## src/rtl/soc_pkg.sv

```systemverilog
// Shared definitions for the boot loader: frame constants, FSM state type, SRAM strobe.
package soc_pkg;

    localparam logic [7:0] MAGIC_DEFAULT = 8'hA5;
    localparam logic [3:0] WSTRB_WORD    = 4'b1111;

    typedef enum logic [2:0] {
        ST_IDLE,
        ST_LEN0,
        ST_LEN1,
        ST_DATA,
        ST_WRITE,
        ST_CSUM,
        ST_DONE,
        ST_ERROR
    } state_e;

endpackage

```

## src/rtl/loader_word_asm.sv

```systemverilog
// Little-endian word assembler: shifts bytes into a 32-bit word, tracks the byte index
// and accumulates the XOR checksum over every payload byte.
module loader_word_asm (
    input  logic        clk,
    input  logic        rst,
    input  logic        clr_i,
    input  logic        byte_valid_i,
    input  logic [7:0]  byte_i,
    output logic [31:0] word_o,
    output logic [7:0]  csum_o,
    output logic        word_done_o
);

    logic [31:0] word_q;
    logic [7:0]  csum_q;
    logic [1:0]  idx_q;

    always_ff @(posedge clk or posedge rst) begin
        if (rst) begin
            word_q <= '0;
            csum_q <= '0;
            idx_q  <= '0;
        end else if (clr_i) begin
            word_q <= '0;
            csum_q <= '0;
            idx_q  <= '0;
        end else if (byte_valid_i) begin
            // Shifting in from the top leaves the first byte of the word in [7:0].
            word_q <= {byte_i, word_q[31:8]};
            csum_q <= csum_q ^ byte_i;
            idx_q  <= idx_q + 2'd1;
        end
    end

    assign word_o      = word_q;
    assign csum_o      = csum_q;
    assign word_done_o = byte_valid_i && (idx_q == 2'd3);

endmodule

```

## src/rtl/uart_loader.sv

```systemverilog
// Boot loader: parses a framed image from the UART byte stream, writes it into SRAM,
// then releases the CPU. Owns the SRAM port only until cpu_run goes high.
module uart_loader
    import soc_pkg::*;
#(
    parameter int unsigned ADDRWIDTH = 13,
    parameter logic [7:0]  MAGIC     = MAGIC_DEFAULT
) (
    input  logic                 clk,
    input  logic                 reset,
    input  logic                 rx_valid,
    input  logic [7:0]           rx_data,
    output logic                 mem_select,
    output logic [3:0]           mem_wstrb,
    output logic [ADDRWIDTH-1:0] mem_addr,
    output logic [31:0]          mem_data_o,
    input  logic                 mem_ready,
    output logic                 cpu_run,
    output logic                 busy,
    output logic                 error
);

    localparam int unsigned IDXW      = ADDRWIDTH - 2;
    localparam logic [16:0] MAX_WORDS = 17'(1) << IDXW;

    state_e          state_q;
    logic [15:0]     count_q;
    logic [IDXW-1:0] word_idx_q;
    logic [7:0]      hold_q;
    logic            hold_full_q;
    logic            wr_first_q;
    logic            sel_q;
    logic [3:0]      wstrb_q;
    logic            run_q;
    logic            err_q;
    logic            busy_q;

    logic            in_stream;
    logic            byte_v;
    logic [7:0]      cur_byte;
    logic            asm_clr;
    logic            asm_v;
    logic [15:0]     len_d;
    logic            last_word;
    logic            word_done;
    logic [31:0]     asm_word;
    logic [7:0]      asm_csum;

    // A held byte always takes precedence over a fresh one in the payload states.
    always_comb begin
        in_stream = (state_q == ST_DATA) || (state_q == ST_CSUM);
        byte_v    = (in_stream && hold_full_q) || rx_valid;
        cur_byte  = (in_stream && hold_full_q) ? hold_q : rx_data;
        asm_clr   = (state_q == ST_IDLE) && rx_valid && (rx_data == MAGIC);
        asm_v     = (state_q == ST_DATA) && byte_v;
        len_d     = {rx_data, count_q[7:0]};
        last_word = (17'(word_idx_q) + 17'd1) == {1'b0, count_q};
    end

    loader_word_asm u_asm (
        .clk          (clk),
        .rst          (reset),
        .clr_i        (asm_clr),
        .byte_valid_i (asm_v),
        .byte_i       (cur_byte),
        .word_o       (asm_word),
        .csum_o       (asm_csum),
        .word_done_o  (word_done)
    );

    always_ff @(posedge clk or posedge reset) begin
        if (reset) begin
            state_q     <= ST_IDLE;
            count_q     <= '0;
            word_idx_q  <= '0;
            hold_q      <= '0;
            hold_full_q <= 1'b0;
            wr_first_q  <= 1'b0;
            sel_q       <= 1'b0;
            wstrb_q     <= '0;
            run_q       <= 1'b0;
            err_q       <= 1'b0;
            busy_q      <= 1'b0;
        end else begin
            case (state_q)
                ST_IDLE: begin
                    if (asm_clr) begin
                        state_q    <= ST_LEN0;
                        busy_q     <= 1'b1;
                        word_idx_q <= '0;
                    end
                end
                ST_LEN0: begin
                    if (rx_valid) begin
                        count_q[7:0] <= rx_data;
                        state_q      <= ST_LEN1;
                    end
                end
                ST_LEN1: begin
                    if (rx_valid) begin
                        count_q <= len_d;
                        if ({1'b0, len_d} > MAX_WORDS) begin
                            state_q <= ST_ERROR;
                            err_q   <= 1'b1;
                            busy_q  <= 1'b0;
                        end else if (len_d == '0) begin
                            state_q <= ST_CSUM;
                        end else begin
                            state_q <= ST_DATA;
                        end
                    end
                end
                ST_DATA: begin
                    if (hold_full_q && !rx_valid) begin
                        hold_full_q <= 1'b0;
                    end else if (hold_full_q) begin
                        hold_q <= rx_data;
                    end
                    if (word_done) begin
                        state_q    <= ST_WRITE;
                        sel_q      <= 1'b1;
                        wstrb_q    <= WSTRB_WORD;
                        wr_first_q <= 1'b1;
                    end
                end
                ST_WRITE: begin
                    if (rx_valid && hold_full_q) begin
                        state_q <= ST_ERROR;
                        err_q   <= 1'b1;
                        busy_q  <= 1'b0;
                        sel_q   <= 1'b0;
                        wstrb_q <= '0;
                    end else begin
                        if (rx_valid) begin
                            hold_q      <= rx_data;
                            hold_full_q <= 1'b1;
                        end
                        // Ready seen in the first cycle belongs to the previous access.
                        if (wr_first_q) begin
                            wr_first_q <= 1'b0;
                        end else if (mem_ready) begin
                            sel_q      <= 1'b0;
                            wstrb_q    <= '0;
                            word_idx_q <= word_idx_q + IDXW'(1);
                            state_q    <= last_word ? ST_CSUM : ST_DATA;
                        end
                    end
                end
                ST_CSUM: begin
                    if (byte_v) begin
                        hold_full_q <= 1'b0;
                        busy_q      <= 1'b0;
                        if (cur_byte == asm_csum) begin
                            state_q <= ST_DONE;
                            run_q   <= 1'b1;
                        end else begin
                            state_q <= ST_ERROR;
                            err_q   <= 1'b1;
                        end
                    end
                end
                default: begin
                end
            endcase
        end
    end

    assign mem_select = sel_q;
    assign mem_wstrb  = wstrb_q;
    assign mem_addr   = {word_idx_q, 2'b00};
    assign mem_data_o = asm_word;
    assign cpu_run    = run_q;
    assign busy       = busy_q;
    assign error      = err_q;

endmodule
```

## config.mk

```make
export PLATFORM = sky130hd
export DESIGN_NAME = uart_loader
export DESIGN_NICKNAME = d
export VERILOG_FILES = /design/src/rtl/soc_pkg.sv /design/src/rtl/loader_word_asm.sv /design/src/rtl/uart_loader.sv
export SDC_FILE = /design/constraint.sdc
export NUM_CORES = 1
export LEC_CHECK = 0
export ABC_AREA = 1
export CORE_MARGIN = 2
export CORE_UTILIZATION = 25
export DETAILED_ROUTE_END_ITERATION = 12
export GPL_TIMING_DRIVEN = 0
export SLEW_MARGIN = 40
export SYNTH_ARGS = -nofsm -noshare
export SYNTH_HDL_FRONTEND = slang
export SYNTH_SLANG_ARGS = --single-unit
```

## constraint.sdc

```tcl
create_clock -name clk -period 2.42 [get_ports clk]
set_input_delay 0.363 -clock clk [delete_from_list [all_inputs] [get_ports clk]]
set_output_delay 0.363 -clock clk [all_outputs]
set_load 0.05 [all_outputs]
```

### Word-level counts from Yosys, hierarchy flattened

Index checks and enable logic that the tools add are counted.

* bits in registers: 90
* bits of input ports: 12
* output and inout bits: 53
* logic and storage cells: 136

* add/sub/neg operators: 3
* magnitude comparators: 1
* equal/unequal tests: 26
* mux-type cells: 59
* bitwise gates (word level): 2
* reduce and logical (&&, ||, !) cells: 30

Operators with widths (count)
* two-way mux 32 bit: 2
* two-way mux 8 bit: 7
* two-way mux 11 bit: 4
* two-way mux 3 bit: 11
* one-hot mux 8 bit (2 select lines): 2
* != test 2 bit (second input constant): 13
* one-hot mux 11 bit (2 select lines): 1
* two-way mux 1 bit: 19
* one-hot mux 3 bit (6 select lines): 1
* == test 12 x 16 -> 1 bit: 1
* > comparator 16 x 12 -> 1 bit (second input constant): 1
* zero test 16 bit: 1
* two-way mux 4 bit: 4
* AND reduction 5 bit: 3
* adder 11 x 1 -> 12 bit (second input constant): 1
* AND reduction 6 bit: 2
* adder 11 x 1 -> 11 bit (second input constant): 1
* AND reduction 3 bit: 3
* == test 8 bit: 1
* == test 8 bit (second input constant): 1
* one-hot mux 4 bit (2 select lines): 1
* AND reduction 8 bit: 1
* bitwise XOR 8 bit: 1
* logical AND 1 bit: 7
* 21 further kinds: 32

### Longest topological paths before layout

* depth after elaboration: 8
* depth in mapped cells: 16
* gate-level depth less buffers: 16

### Modules after synthesis

Synthesis repeated with hierarchy kept, for this count alone.

* cell total of the unflattened synthesis: 642
* area total of the unflattened synthesis: 4854.7 um^2

Modules (own cells, without submodules)
* uart_loader: instances 1, cells an instance 447, area each 2934.1 um^2, sequential area each 1101.1 um^2
* loader_word_asm: instances 1, cells an instance 195, area each 1920.6 um^2, sequential area each 1051.0 um^2

### Worst setup path after synthesis

No wires, ideal clock.

* kind: register to register
* start point: register word_idx_q[1]
* end point: register state_q[1]
* library setup time: 0.116 ns
* arrival: 1.956 ns
* required time: 2.304 ns
* setup slack: 0.347 ns
* stages on the path, launching flop included: 15
* path buffers: 0
* period minus slack after synthesis: 2.073 ns
* cell sequence: dfrtp_1 ha_1 nand3_1 nor2_1 nand2_1 nand2_1 nand2_1 nand2_1 nand2_1 nor2_1 nand3_1 nand2_1 nand2_1 nand2_1 nand2_1

* cells in the longest elaborated chain, start to end: 7

RTL lines
* start, declared: RTL line uart_loader.sv:28 `logic [IDXW-1:0] word_idx_q;`
* start signal, assigned: RTL line uart_loader.sv:144 `word_idx_q <= word_idx_q + IDXW'(1);`
* adder 11 x 1 -> 12 bit: RTL line uart_loader.sv:57 `last_word = (17'(word_idx_q) + 17'd1) == {1'b0, count_q};`
* == test 12 x 16 -> 1 bit: RTL line uart_loader.sv:57
* two-way mux 3 bit: RTL line uart_loader.sv:145 `state_q <= last_word ? ST_CSUM : ST_DATA;`
* two-way mux 3 bit: RTL line uart_loader.sv:141 `end else if (mem_ready) begin`
* two-way mux 3 bit: RTL line uart_loader.sv:139 `if (wr_first_q) begin`
* two-way mux 3 bit: RTL line uart_loader.sv:127 `if (rx_valid && hold_full_q) begin`
* one-hot mux 3 bit (6 select lines): RTL line uart_loader.sv:85 `case (state_q)`
* end signal, assigned: RTL line uart_loader.sv:145
* end, declared: RTL line uart_loader.sv:26 `state_e state_q;`

Every way passes these cells. The select of a mux whose other input is x is not followed.
A chain may end at the register's enable or synchronous reset.

### Worst setup path after layout

* start point: input port rx_data[3]
* end point: register word_idx_q[7]

* cells in the longest elaborated chain, start to end: 4

RTL lines
* start, declared: RTL line uart_loader.sv:12 `input logic [7:0] rx_data,`
* == test 8 bit: RTL line uart_loader.sv:54 `asm_clr = (state_q == ST_IDLE) && rx_valid && (rx_data == MAGIC);`
* logical AND 1 bit: RTL line uart_loader.sv:54
* != test 2 bit (no source line)
* AND reduction 5 bit (no source line)

Every way passes these cells.

==> impl_summary.md <==
Routing
The first detailed-routing pass took 4 iterations. The met1 routed wirelength after detailed routing is 5.49 mm. The detailed router used layers up to and including met4. Once detail routing completed, the nets flagged for antenna violations numbered 0. Dividing the detail-routed wire length by the instance count gives 13.1 um.

The number of vias per cell is 4.55. The post-detailed-route DRC marker count is 0. The met3 wirelength from detailed routing is 248 um.

The initial DRC count is 217. The routed layout has 3987 vias. Wires add up to 11.5 mm. In the detailed route, the total length drawn on met2 is 5.63 mm.

Logic synthesis
The unique cell type count in the Yosys netlist is 39. Summing every instance area after synthesis gives 0.00451 mm2. The register area share after synthesis is 47.7%. The mean post-synth cell area is 7.98 um2. For this run, the number of Yosys warnings is 0.

The share of synthesized flip-flops with an asynchronous set or reset is 100%. The flip-flop and latch count after synthesis is 86. The number of enable-type register cells in the synthesized netlist is 0. The gate count after technology mapping is 565.

The flip-flop cell with the highest count after synthesis is dfrtp_1.

Critical path
The most critical setup path has its startpoint at rx_data[3]. STA classifies the critical path endpoint as a flip-flop. The count of cells along the worst register-to-register path is 7. The worst register-to-register path ends at u_asm.word_o[23]. The largest fanout on the critical path is 10.

Data on the critical path is required at its endpoint by 2.62 ns. The classification of the worst setup path is in2reg. The startpoint of the worst register-to-register path is state_q[1]. The arrival time at the worst endpoint is 2.49 ns. For flop-to-flop paths, the worst setup slack is 0.25 ns. The startpoint type of the worst setup path is an input pin.

The worst setup path endpoint is word_idx_q[7].

Floorplanning
The total number of placement rows is 49. The area of the die is 0.0191 mm2. For this design the top-level I/O count stands at 65. For this configuration, the core starts out at a cell density of 25.3%. The die boundary height is 138 um. From left edge to right edge, the die measures 138 um. The area of the core is 0.0178 mm2.

Clocking
The worst-case clock buffer depth is 2. Hold repair after CTS inserted 0 buffers. The number of buffers created by CTS is 9. The number of clock sinks is 86.

Clock-pin slew was measured on the worst setup and hold paths at 0.07 ns. The buffer cell driving the clock tree root is clkbuf_16. The number of levels in the clock H-tree is 3. The clock tree from TritonCTS is built. The source-to-sink clock delay at the later pin of the worst-skew pair is 0.34 ns.

Timing
The sum of negative setup slack is 0 ns. Static timing analysis puts the maximum clock frequency at 435 MHz. The number of pins with negative max-slew slack in the final report came to 0. Setup violations remaining at the end of the flow were counted as 0. Headroom to the max-slew limit came out at 55.9%. The largest clock skew in the final design is 0.0125 ns. Setup repair after global routing left no endpoint under its margin. The clock period minus worst slack is 2.30 ns. The final hold violation count was 0. The transition time at the pin with the least slew margin is 0.652 ns. The share of the clock period used by the worst path after layout is 94.9%.

Placement
The final RePlAce weighted congestion is 0.834. The number of cells in the design after placement is 861. During placement, the flow inserted port buffers numbering 62.

The detailed placement HPWL is 8.86 mm.

GRT
The number of antenna violations at the first check in global routing is 0. Summed over all layers, the global routing overflow is 0. The via count of the first global-routing pass is 3802. The pin count of the biggest net entering global routing is 25. Global routing consumed, over all layers together, 12.3% of the routing resources. The first global-routing pass estimated 19.3 mm of wire.

Final layout
The proportion of layout cells with a drive suffix above 1 is 10.8%. The synthesis-to-finish area growth is 29.2%. Leaving out fill and tap cells, the most frequent cells in the layout are 172 x nand2_1, 86 x dfrtp_1, 75 x inv_1.

The repair_antennas step left the layout with diodes totalling 0. The total area of multi-input combinational cells is 0.00193 mm2. The most common cell after layout, fill and taps aside is nand2_1. The number of filler instances in the final layout is 1865. Measured on the finished design, the core utilization comes to 32.7%. Summing all flip-flop and latch instances after layout gives 0.00215 mm2. The number of standard cells in the layout, taps in and fillers out is 877.

The total number of nets in the final design is 659.

Min path
The worst hold path belongs to the class in2async.

Power
In this run switching power makes up 46.3% of total power. For this design the total switching power over the nets is 3440 uW. The leakage power is 0.00277 uW.

The highest ir drop seen on vdd is 0.000483 V. The sequential share of power is 32.6%. In this run, the combinational gates consume 48.9% of the power. In this run, the clock network consumes 18.5% of the power. Cell internal power was estimated by the tool at 3990 uW. Power spread over the standard cell area amounts to 1280 mW/mm2.

Outcome
The flow ran to the end, and the final reports show no timing, DRC or antenna violations.

Job
The number of maximum-capacitance violations is 0.
## synth_stat cells (2+ instances only)
library cell	count	area [um2]
buf_2	4	20.0
nand3_1	39	195
o21ai_1	9	45.0
dfrtp_1	86	2150
nand2_1	172	646
nand3_2	2	20.0
nor2_1	28	105
inv_2	4	15.0
nor2_2	4	25.0
o21ai_0	44	220
nand3b_2	4	45.0
inv_1	76	285
buf_4	7	52.6
nor3_1	3	15.0
ha_1	4	50.1
nand2_4	3	33.8
a21oi_1	6	30.0
buf_6	2	22.5
nand4_1	12	75.1
o32ai_1	4	35.0
nand3b_1	2	15.0
clkbuf_1	4	15.0
o22ai_1	19	119
nor2_4	4	45.0
nand2_2	5	31.3
o22ai_2	4	50.1
o211ai_1	2	15.0
## kinds of logic after synthesis
| kind of cell | share of synthesized area [%] |
|---|---|
| buf+inv | 9.55 |
| simple gates | 28.5 |
| other cells | 0.0832 |
| flops | 47.7 |
| fa+ha+maj | 1.11 |
| compound gates | 13.0 |
## area by class of cell
type,count,share of cell area (%)
flip-flops and latches,86,36.9
plain buffers,18,2.23
well taps,229,4.92
inverters,80,5.22
repair buffers,66,12.4
clock inverters,7,1.25
multi-input cells,382,33.2
clock buffers,9,3.87
## registers in the layout (all words and copies together) (netlist names), 2 cells and up
signal        cells
u_asm.word_o     32
count_q          16
word_idx_q       11
hold_q            8
u_asm.csum_o      8
state_q           3
u_asm.idx_q       2
## worst min path at each step
| stage | startpoint | to | slack, ns |
|---|---|---|---|
| 2_1_floorplan | hold_q[2] | hold_q[2] | 0.45 |
| 3_3_place_gp | error | error | 0.45 |
| 3_5_place_dp | cpu_run | cpu_run | 0.46 |
| 4_1_cts | reset | word_idx_q[0] | 0.38 |
| 5_1_grt | reset | word_idx_q[0] | 0.40 |
| 6_report | reset | word_idx_q[0] | 0.37 |
## power groups by stage
stage / Sequential [uW] / Combinational [uW] / Clock [uW]
finish: 2420 / 3640 / 1380
global route: 2500 / 3960 / 1480
CTS: 2430 / 3660 / 1410
detailed placement: 2450 / 3650 / 0
global placement: 2440 / 3590 / 0
floorplan: 3300 / 1680 / 0
## metrics by stage
stage | area, um2 | hold WS (ns) | worst slack, ns | total power [uW]
final | 5830 | 0.372 | 0.122 | 7440
after global routing | 5830 | 0.404 | 0.00121 | 7950
after CTS | 5820 | 0.383 | 0.0861 | 7500
after detailed placement | 5530 | 0.459 | -0.259 | 6100
after global placement | 5420 | 0.450 | -0.271 | 6030
after floorplan | 4520 | 0.445 | 0.347 | 4980
## repair_timing
item	4_1_cts	5_1_grt
endpoints found under the setup margin	0	7
buffers inserted	0	0
resized for setup	0	1
## critical path: stages
cell             delay, ns
clkdlybuf4s50_1       0.47
inv_1                 0.24
nand4_1               0.19
nor2_1                0.13
a21o_1                0.17
nand3_1               0.28
nor2_2                0.47
o32ai_1               0.16
## per-layer routing
metal / vias up / track usage [%]
li1: 1994 / -
met3: 7 / 1.66
met2: 59 / 20.4
met1: 1927 / 16.6
met5: - / 0
met4: 0 / 4.19
No activity file was read; power rests on OpenSTA's default activity.
